==> config.mk <==
export PLATFORM = sky130hd
export DESIGN_NAME = instr_fetch_unit
export DESIGN_NICKNAME = d
export VERILOG_FILES = /design/src/rtl/cpu_pkg.sv /design/src/rtl/instr_mem.sv /design/src/rtl/instr_fetch_unit.sv
export SDC_FILE = /design/constraint.sdc
export NUM_CORES = 2
export LEC_CHECK = 0
export BUFFER_PORTS_ARGS = -buffer_cell sky130_fd_sc_hd__buf_4
export CAP_MARGIN = 20
export CORE_MARGIN = 1
export CORE_UTILIZATION = 40
export CTS_CLUSTER_SIZE = 12
export DETAILED_ROUTE_END_ITERATION = 12
export MAX_ROUTING_LAYER = met4
export SETUP_SLACK_MARGIN = 0.1
export SYNTH_ARGS = -nofsm -noshare
export SYNTH_HDL_FRONTEND = slang
export SYNTH_SLANG_ARGS = --single-unit
==> constraint.sdc <==
create_clock -name Clk -period 3.68 [get_ports Clk]
set_input_delay 0 -clock Clk [delete_from_list [all_inputs] [get_ports Clk]]
set_output_delay 0 -clock Clk [all_outputs]
set_load 0.02 [all_outputs]
==> src/rtl/cpu_pkg.sv <==
// Shared CPU definitions: instruction width, default address width,
// opcode encodings and the fetch unit's state type.
package cpu_pkg;

    localparam int INSTR_W = 16;
    localparam int ADDR_W  = 7;

    // Opcode field lives in Instruction[15:12]
    localparam logic [3:0] OP_NOOP  = 4'b0000;
    localparam logic [3:0] OP_STORE = 4'b0001;
    localparam logic [3:0] OP_LOAD  = 4'b0010;
    localparam logic [3:0] OP_ADD   = 4'b0011;
    localparam logic [3:0] OP_SUB   = 4'b0100;
    localparam logic [3:0] OP_HALT  = 4'b0101;

    typedef enum logic {
        FS_LOAD = 1'b0,
        FS_RUN  = 1'b1
    } fetch_state_t;

endpackage

==> src/rtl/instr_mem.sv <==
// Instruction memory: synchronous single write port, asynchronous read port.
// Contents are deliberately not reset so a loaded program survives Rst.
module instr_mem #(
    parameter int ADDR_W = 7,
    parameter int DATA_W = 16
) (
    input  logic              Clk,
    input  logic              we,
    input  logic [ADDR_W-1:0] waddr,
    input  logic [DATA_W-1:0] wdata,
    input  logic [ADDR_W-1:0] raddr,
    output logic [DATA_W-1:0] rdata
);

    logic [DATA_W-1:0] mem_q [2**ADDR_W];

    // Write port: one word per clock while we is high
    always_ff @(posedge Clk) begin
        if (we) begin
            mem_q[waddr] <= wdata;
        end
    end

    // Read port is combinational from the address
    assign rdata = mem_q[raddr];

endmodule

==> src/rtl/instr_fetch_unit.sv <==
// Instruction fetch unit: program counter, instruction register and the
// LOAD/RUN sequencing that fills instruction memory before execution.
//
// Handshake: the controller strobes (PCClr, PCUp, IRLd) are single-cycle
// commands that are honoured on a posedge only while Ready=1; while Ready=0
// they are ignored whatever their value, so the controller must wait for
// Ready before issuing them. Ready never drops except through Rst.
module instr_fetch_unit
    import cpu_pkg::*;
#(
    parameter int ADDR_W = cpu_pkg::ADDR_W,
    parameter int DATA_W = cpu_pkg::INSTR_W
) (
    input  logic              Clk,
    input  logic              Rst,
    input  logic              PCClr,
    input  logic              PCUp,
    input  logic              IRLd,
    input  logic              LdEn,
    input  logic [ADDR_W-1:0] LdAddr,
    input  logic [DATA_W-1:0] LdData,
    input  logic              LdDone,
    output logic [DATA_W-1:0] Instruction,
    output logic [ADDR_W-1:0] PC,
    output logic              Ready,
    output logic              PCWrap,
    output fetch_state_t      DbgState
);

    localparam logic [ADDR_W-1:0] PC_MAX = {ADDR_W{1'b1}};

    fetch_state_t      state_q;
    logic [ADDR_W-1:0] pc_q, pc_d;
    logic [DATA_W-1:0] ir_q;
    logic              ready_q;
    logic              wrap_q, wrap_d;
    logic [DATA_W-1:0] mem_rdata;
    logic              mem_we;

    // Memory is writable only during LOAD, so reads in RUN never see a write
    assign mem_we = (state_q == FS_LOAD) && LdEn;

    instr_mem #(
        .ADDR_W (ADDR_W),
        .DATA_W (DATA_W)
    ) u_mem (
        .Clk   (Clk),
        .we    (mem_we),
        .waddr (LdAddr),
        .wdata (LdData),
        .raddr (pc_q),
        .rdata (mem_rdata)
    );

    // Next PC and wrap flag for RUN: clear beats increment, wrap is sticky
    always_comb begin
        pc_d   = pc_q;
        wrap_d = wrap_q;
        if (PCClr) begin
            pc_d   = '0;
            wrap_d = 1'b0;
        end else if (PCUp) begin
            pc_d = pc_q + ADDR_W'(1);
            if (pc_q == PC_MAX) begin
                wrap_d = 1'b1;
            end
        end
    end

    // Fetch FSM with registered PC, IR, Ready and wrap flag
    always_ff @(posedge Clk or negedge Rst) begin
        if (!Rst) begin
            state_q <= FS_LOAD;
            ready_q <= 1'b0;
            pc_q    <= '0;
            ir_q    <= '0;
            wrap_q  <= 1'b0;
        end else begin
            case (state_q)
                FS_LOAD: begin
                    if (LdDone) begin
                        state_q <= FS_RUN;
                        ready_q <= 1'b1;
                    end
                end
                FS_RUN: begin
                    // IR captures mem[PC] using the PC from before this edge
                    if (IRLd) begin
                        ir_q <= mem_rdata;
                    end
                    pc_q   <= pc_d;
                    wrap_q <= wrap_d;
                end
                default: begin
                    state_q <= FS_LOAD;
                    ready_q <= 1'b0;
                end
            endcase
        end
    end

    assign Instruction = ir_q;
    assign PC          = pc_q;
    assign Ready       = ready_q;
    assign PCWrap      = wrap_q;
    assign DbgState    = state_q;

endmodule

# Word level (Yosys, flattened, before mapping)
# Memories as Yosys holds them, arrays and structs flattened. A register that Yosys moved wholly into a read port is not among the register bits.
# Cells that the tools add are included.
# op_classes
n_reduce_logical,8
bitwise_logic,1
mux,9
n_addsub,1
eq_ne,1
# ops
cell,count
$mux 7,2
$add 7x1->7 const B,1
$eq 7x7->1 const B,1
$mux 1,7
$reduce_and 2->1,3
$reduce_bool 2->1,2
$reduce_and 3->1,1
$logic_and 1x1->1,1
$logic_not 1->1,1
$not 1->1,1
# totals
output_inout_bits,26
mem_count,1
input_bits,30
mem_bits_rw,2048
regBits,10
elab_cells,25
# mem_list
name,words,word_bits,rd,rd_ports_with_merged_regs,write_ports,line,rtl
u_mem.mem_q,128,16,1,1,1,instr_mem.sv:15,logic [DATA_W-1:0] mem_q [2**ADDR_W];

# Logic depth before layout (Yosys ltp)
# logic_depth
word_depth,4
ltp_mapped,12
depth_no_buf,6

# Hierarchy
# A second synthesis with hierarchy kept.
# unflattened
cells_unflattened,3156
area_unflattened_um2,79332.3
# by_module_without_submodules
mod,area_per_inst_um2,seq_area_each_um2,cells_each,instances
instr_mem,78202.5,61499.0,3070,1
instr_fetch_unit,1129.8,650.6,86,1

# Worst setup path after synthesis
# Ideal clock, no wire load.
# synth_path
path_kind,flip-flop to flip-flop
startpoint,"register state_q, in the netlist DbgState"
endpoint,memory u_mem.mem_q[109][0] (enable)
setup_slack_ns,1.184
required_time_ns,3.292
setup_ns,0.388
path_stages_with_launch,5
arrival_ns,2.107
cell_sequence,dfrtp_1 clkbuf_1 or3b_2 clkbuf_1 nor2_1
# synth_between
elab_chain_len,4
# synth_rtl
item,line,rtl
from (decl),instr_fetch_unit.sv:32,fetch_state_t state_q;
from (signal assigned),instr_fetch_unit.sv:73,state_q <= FS_LOAD;
from (signal assigned),instr_fetch_unit.sv:82,state_q <= FS_RUN;
from (signal assigned),instr_fetch_unit.sv:95,state_q <= FS_LOAD;
$not 1->1,--,
$logic_and 1x1->1,instr_fetch_unit.sv:41,assign mem_we = (state_q == FS_LOAD) && LdEn;
$mux 1,instr_mem.sv:19,if (we) begin
$mux 1 (implied by the code),instr_mem.sv:20,mem_q[waddr] <= wdata;
to (decl),instr_mem.sv:15,
# No other way between the ends.

==> metrics.md <==
| Metric | Value |
|---|---|
| Largest delay share family, worst path | compound AO/OA/AOI/OAI gates |
| CP Max Fanout | 48 |
| Largest net degree at the start of global routing | 97 |
| CP required | 4.38 ns |
| CTS root buf | clkbuf_16 |
| Die Height | roughly 450 um |
| Initial antenna violation count | 9 |
| Setup violators final | 0 |
| Slew Limit Headroom | about 20% |
| Initial DRC count | between 4,000 and 5,000 |
| Core box area | 200,000 um^2 |
| Vias in the first global route | between 40,000 and 50,000 |
| NumNets Final | 4,237 |
| Final hold vios | 0 |
| P&R area growth vs syn | 15.0% |
| Outcome | finished clean |
| Synth top area share | between 70% and 80% |
| Clk Latency, worst-skew pair | about 0.86 ns |
| Total negative slack | 0 ns |
| Tcrit/Tclk final | 91.4% |
| Reg-to-reg setup timing slack | between 0.3 and 0.4 ns |
| Worst-margin pin slew | around 1.2 ns |
| RSZ-0062 raised after global routing | no |
| Layout cell share with drive strength beyond 1 | between 20% and 30% |
| Vias per cell | between 5 and 6 |
| Mean Syn Cell Area | approximately 21 um^2 |
| Die W | ~450 um |
| Die area | slightly above 200,000 um^2 |
| Startpoint types | register |
| CTS tree | yes |
| Cell row count | 164 |
| CP max-delay cell | a311oi_2 |
| Max VDD drop | approximately 0.00049 V |
| RD Place Congestion | ~0.88 |
| Routed wire length per instance | 31.0 um |
| Starting Density | between 40% and 50% |
| CTS sink count | approximately 2,100 |
| Clock Skew | just under 0.05 ns |
| CP Capture Type | register |
| Compound-cell area share of the yosys netlist | under 10% |
| Grt total ovfl | 0 |
| Most frequent cell after synthesis | edfxtp_1 |
| Post-Route WL | ~220 mm |
| Detailed Routing Iterations Pass 1 | 5 |
| CTS Buffer Depth | 3 |
| Largest family of logic cells by synthesized area | multiplexers |
| Crit path arrival time | just over 4 ns |
| Synth Area in XOR/XNOR | 0% |
| Yosys cell types | 63 |
| Hold crit path type | input port to register |
| Filler cell count | 16,453 |
| Worst-path cell chain | buf_4 -> buf_12 -> mux4_2 -> mux2_2 -> a221o_1 -> a311oi_2 -> nor3_1 |
| Final non-filler cell total | about 7,000 |
| Ports | 56 |
| Routed Antenna Nets | 0 |
| Hold slack | around 0.090 ns |
| Syn. warnings | 0 |
| Cts bufs inserted | about 210 |
| Dpl cells | 6,609 |
| FFs w/ async S/R, synth | around 1.3% |
| Final HPWL DP | ~140 mm |
| PD cells | between 500 and 600 nW/um^2 |
| Post-synthesis sequential area ratio | between 70 and 80% |
| Adder and majority gate portion of the synthesized area | 0.0156% |
| H-Tree Depth | 4 |
| Total track usage | about 22% |
| Slowest stage delay, CP | roughly 0.63 ns |
| Syn nets | between 3,000 and 4,000 |
| Top cells by count, synth | 2,048 x edfxtp_1, 394 x mux4_2, 280 x mux2i_1 |
| Post-synthesis cell area | around 80,000 um^2 |
| Area leader, netlist | edfxtp_1 |
| Leakage | roughly 0.029 uW |
| First-pass GRT wire length | slightly above 300 mm |
| CP bufs+invs | 2 |
| Gate Count Post-Synth | ~3,800 |
| Dominant cells by area after synthesis | edfxtp_1 77%, mux4_2 11%, mux2i_1 3.5%, dfrtp_1 0.81%, nor2_1 0.78% |
| F_max | 297 MHz |
| Via count | ~41,000 |
| Worst-path clk slew | roughly 0.06 ns |
| Setup CP Type | register to register |
| Post-synth EDFFs | slightly above 2,000 |
| Synthesized flop and latch total | roughly 2,100 |
| Final core occ | a little under half |
| Top_reg_cell synth | edfxtp_1 |
| Min Tclk post-route | 3.36 ns |
| Final Max Slew Viols | 0 |
| Remaining DRCs | 0 |
| Mux contribution to synthesized area | between 10% and 20% |
| IO buf count | 55 |
| Synth Area in Simple Gates | between 2 and 2.5% |
| # Max-Cap Violations | 0 |
## stage by stage
step	instance area (um^2)	total power [uW]	setup slack [ns]
4_1_cts	92300	48800	0.103
5_1_grt	92400	49800	0.286
3_3_place_gp	85700	29200	-0.339
3_5_place_dp	85700	29200	-0.338
2_1_floorplan	80300	28000	1.18
6_report	92400	48500	0.315
## timing repair
action | in CTS | in global routing
resized for setup | 8 | 0
hold buffers | 35 | 0
hold endpoints to repair | 1453 | 0
setup endpoints to repair | 5 | 1
pin swaps | 0 | 0
buffers inserted | 0 | 5
## report_power, final
part	total (uW)	internal [uW]	switching [uW]	leakage (uW)
registers	26100	26000	87.2	0.0187
logic	2690	1110	1570	0.00692
clock network	19700	11000	8780	0.00303
## placed cells by master (no fill, tap or decap), types with 5 or more instances in the layout
cell,count
clkbuf_1,67
o21ai_0,41
mux4_2,394
clkinv_2,17
nand3_1,17
clkinv_1,33
a22o_1,16
nor3_1,26
mux2i_1,280
nand2b_1,25
a221oi_1,15
a21oi_1,61
dfrtp_4,5
o22ai_1,41
a22oi_1,60
nand2_1,68
buf_12,38
nand3b_1,7
a211oi_1,28
dfrtp_1,21
nor2b_1,12
dlygate4sd3_1,34
a221o_1,9
nor2_1,164
o21ai_1,7
o221ai_1,43
buf_4,362
nand4_1,5
mux2_2,49
clkbuf_8,6
a31oi_1,28
edfxtp_1,2048
a311oi_1,12
clkbuf_16,212
## per-layer routing
metal  global-route usage, %  part of all wire, %
met3                    3.50                  7.4
met4                    7.45                  3.5
met5                       -                    0
met1                    29.4                   41
met2                    34.1                   48
## final cells by class
class	count	area, um^2	area share, %
sequential	2074	62200	67.3
multi-input combinational	1480	16800	18.2
clock buffer	285	5640	6.10
timing repair buffer	436	3850	4.17
tap	2656	3320	3.60
clock inverter	71	607	0.657
inverter	5	21.3	0.0230
antenna	4	10.0	0.0108
## worst reg2reg max path: cells and delay by family (launching register included)
| kind | cells | cell delay (ns) |
|---|---|---|
| muxes | 2 | 1.00 |
| buffers and inverters | 2 | 0.61 |
| AOI/OAI and AO/OA | 2 | 1.09 |
| and+or+nand+nor | 1 | 0.13 |
| DFF | 1 | 0.42 |
## flip-flops by register name, indices dropped and copies added (netlist names)
register,count
Instruction,16
PC,7
Ready,1
u_mem.mem_q,2048
PCWrap,1
DbgState,1
## path summary, 6_finish.rpt
check / from / depth (start not counted) / end
max: PC[0] / 7 / Instruction[1]
min: LdAddr[3] / 4 / u_mem.mem_q[1][0]
max reg2reg: PC[0] / 7 / Instruction[1]
min reg2reg: Instruction[10] / 2 / Instruction[10]
max in group asynchronous: Rst / 4 / PC[2]
min in group asynchronous: Rst / 4 / Instruction[1]
## cell families after synthesis
logic type,Yosys count
flops,2074
fa+ha+maj,1
mux,723
compound gates,402
simple gates,354
buf+inv,222
Power figures use the tool's default switching activity.
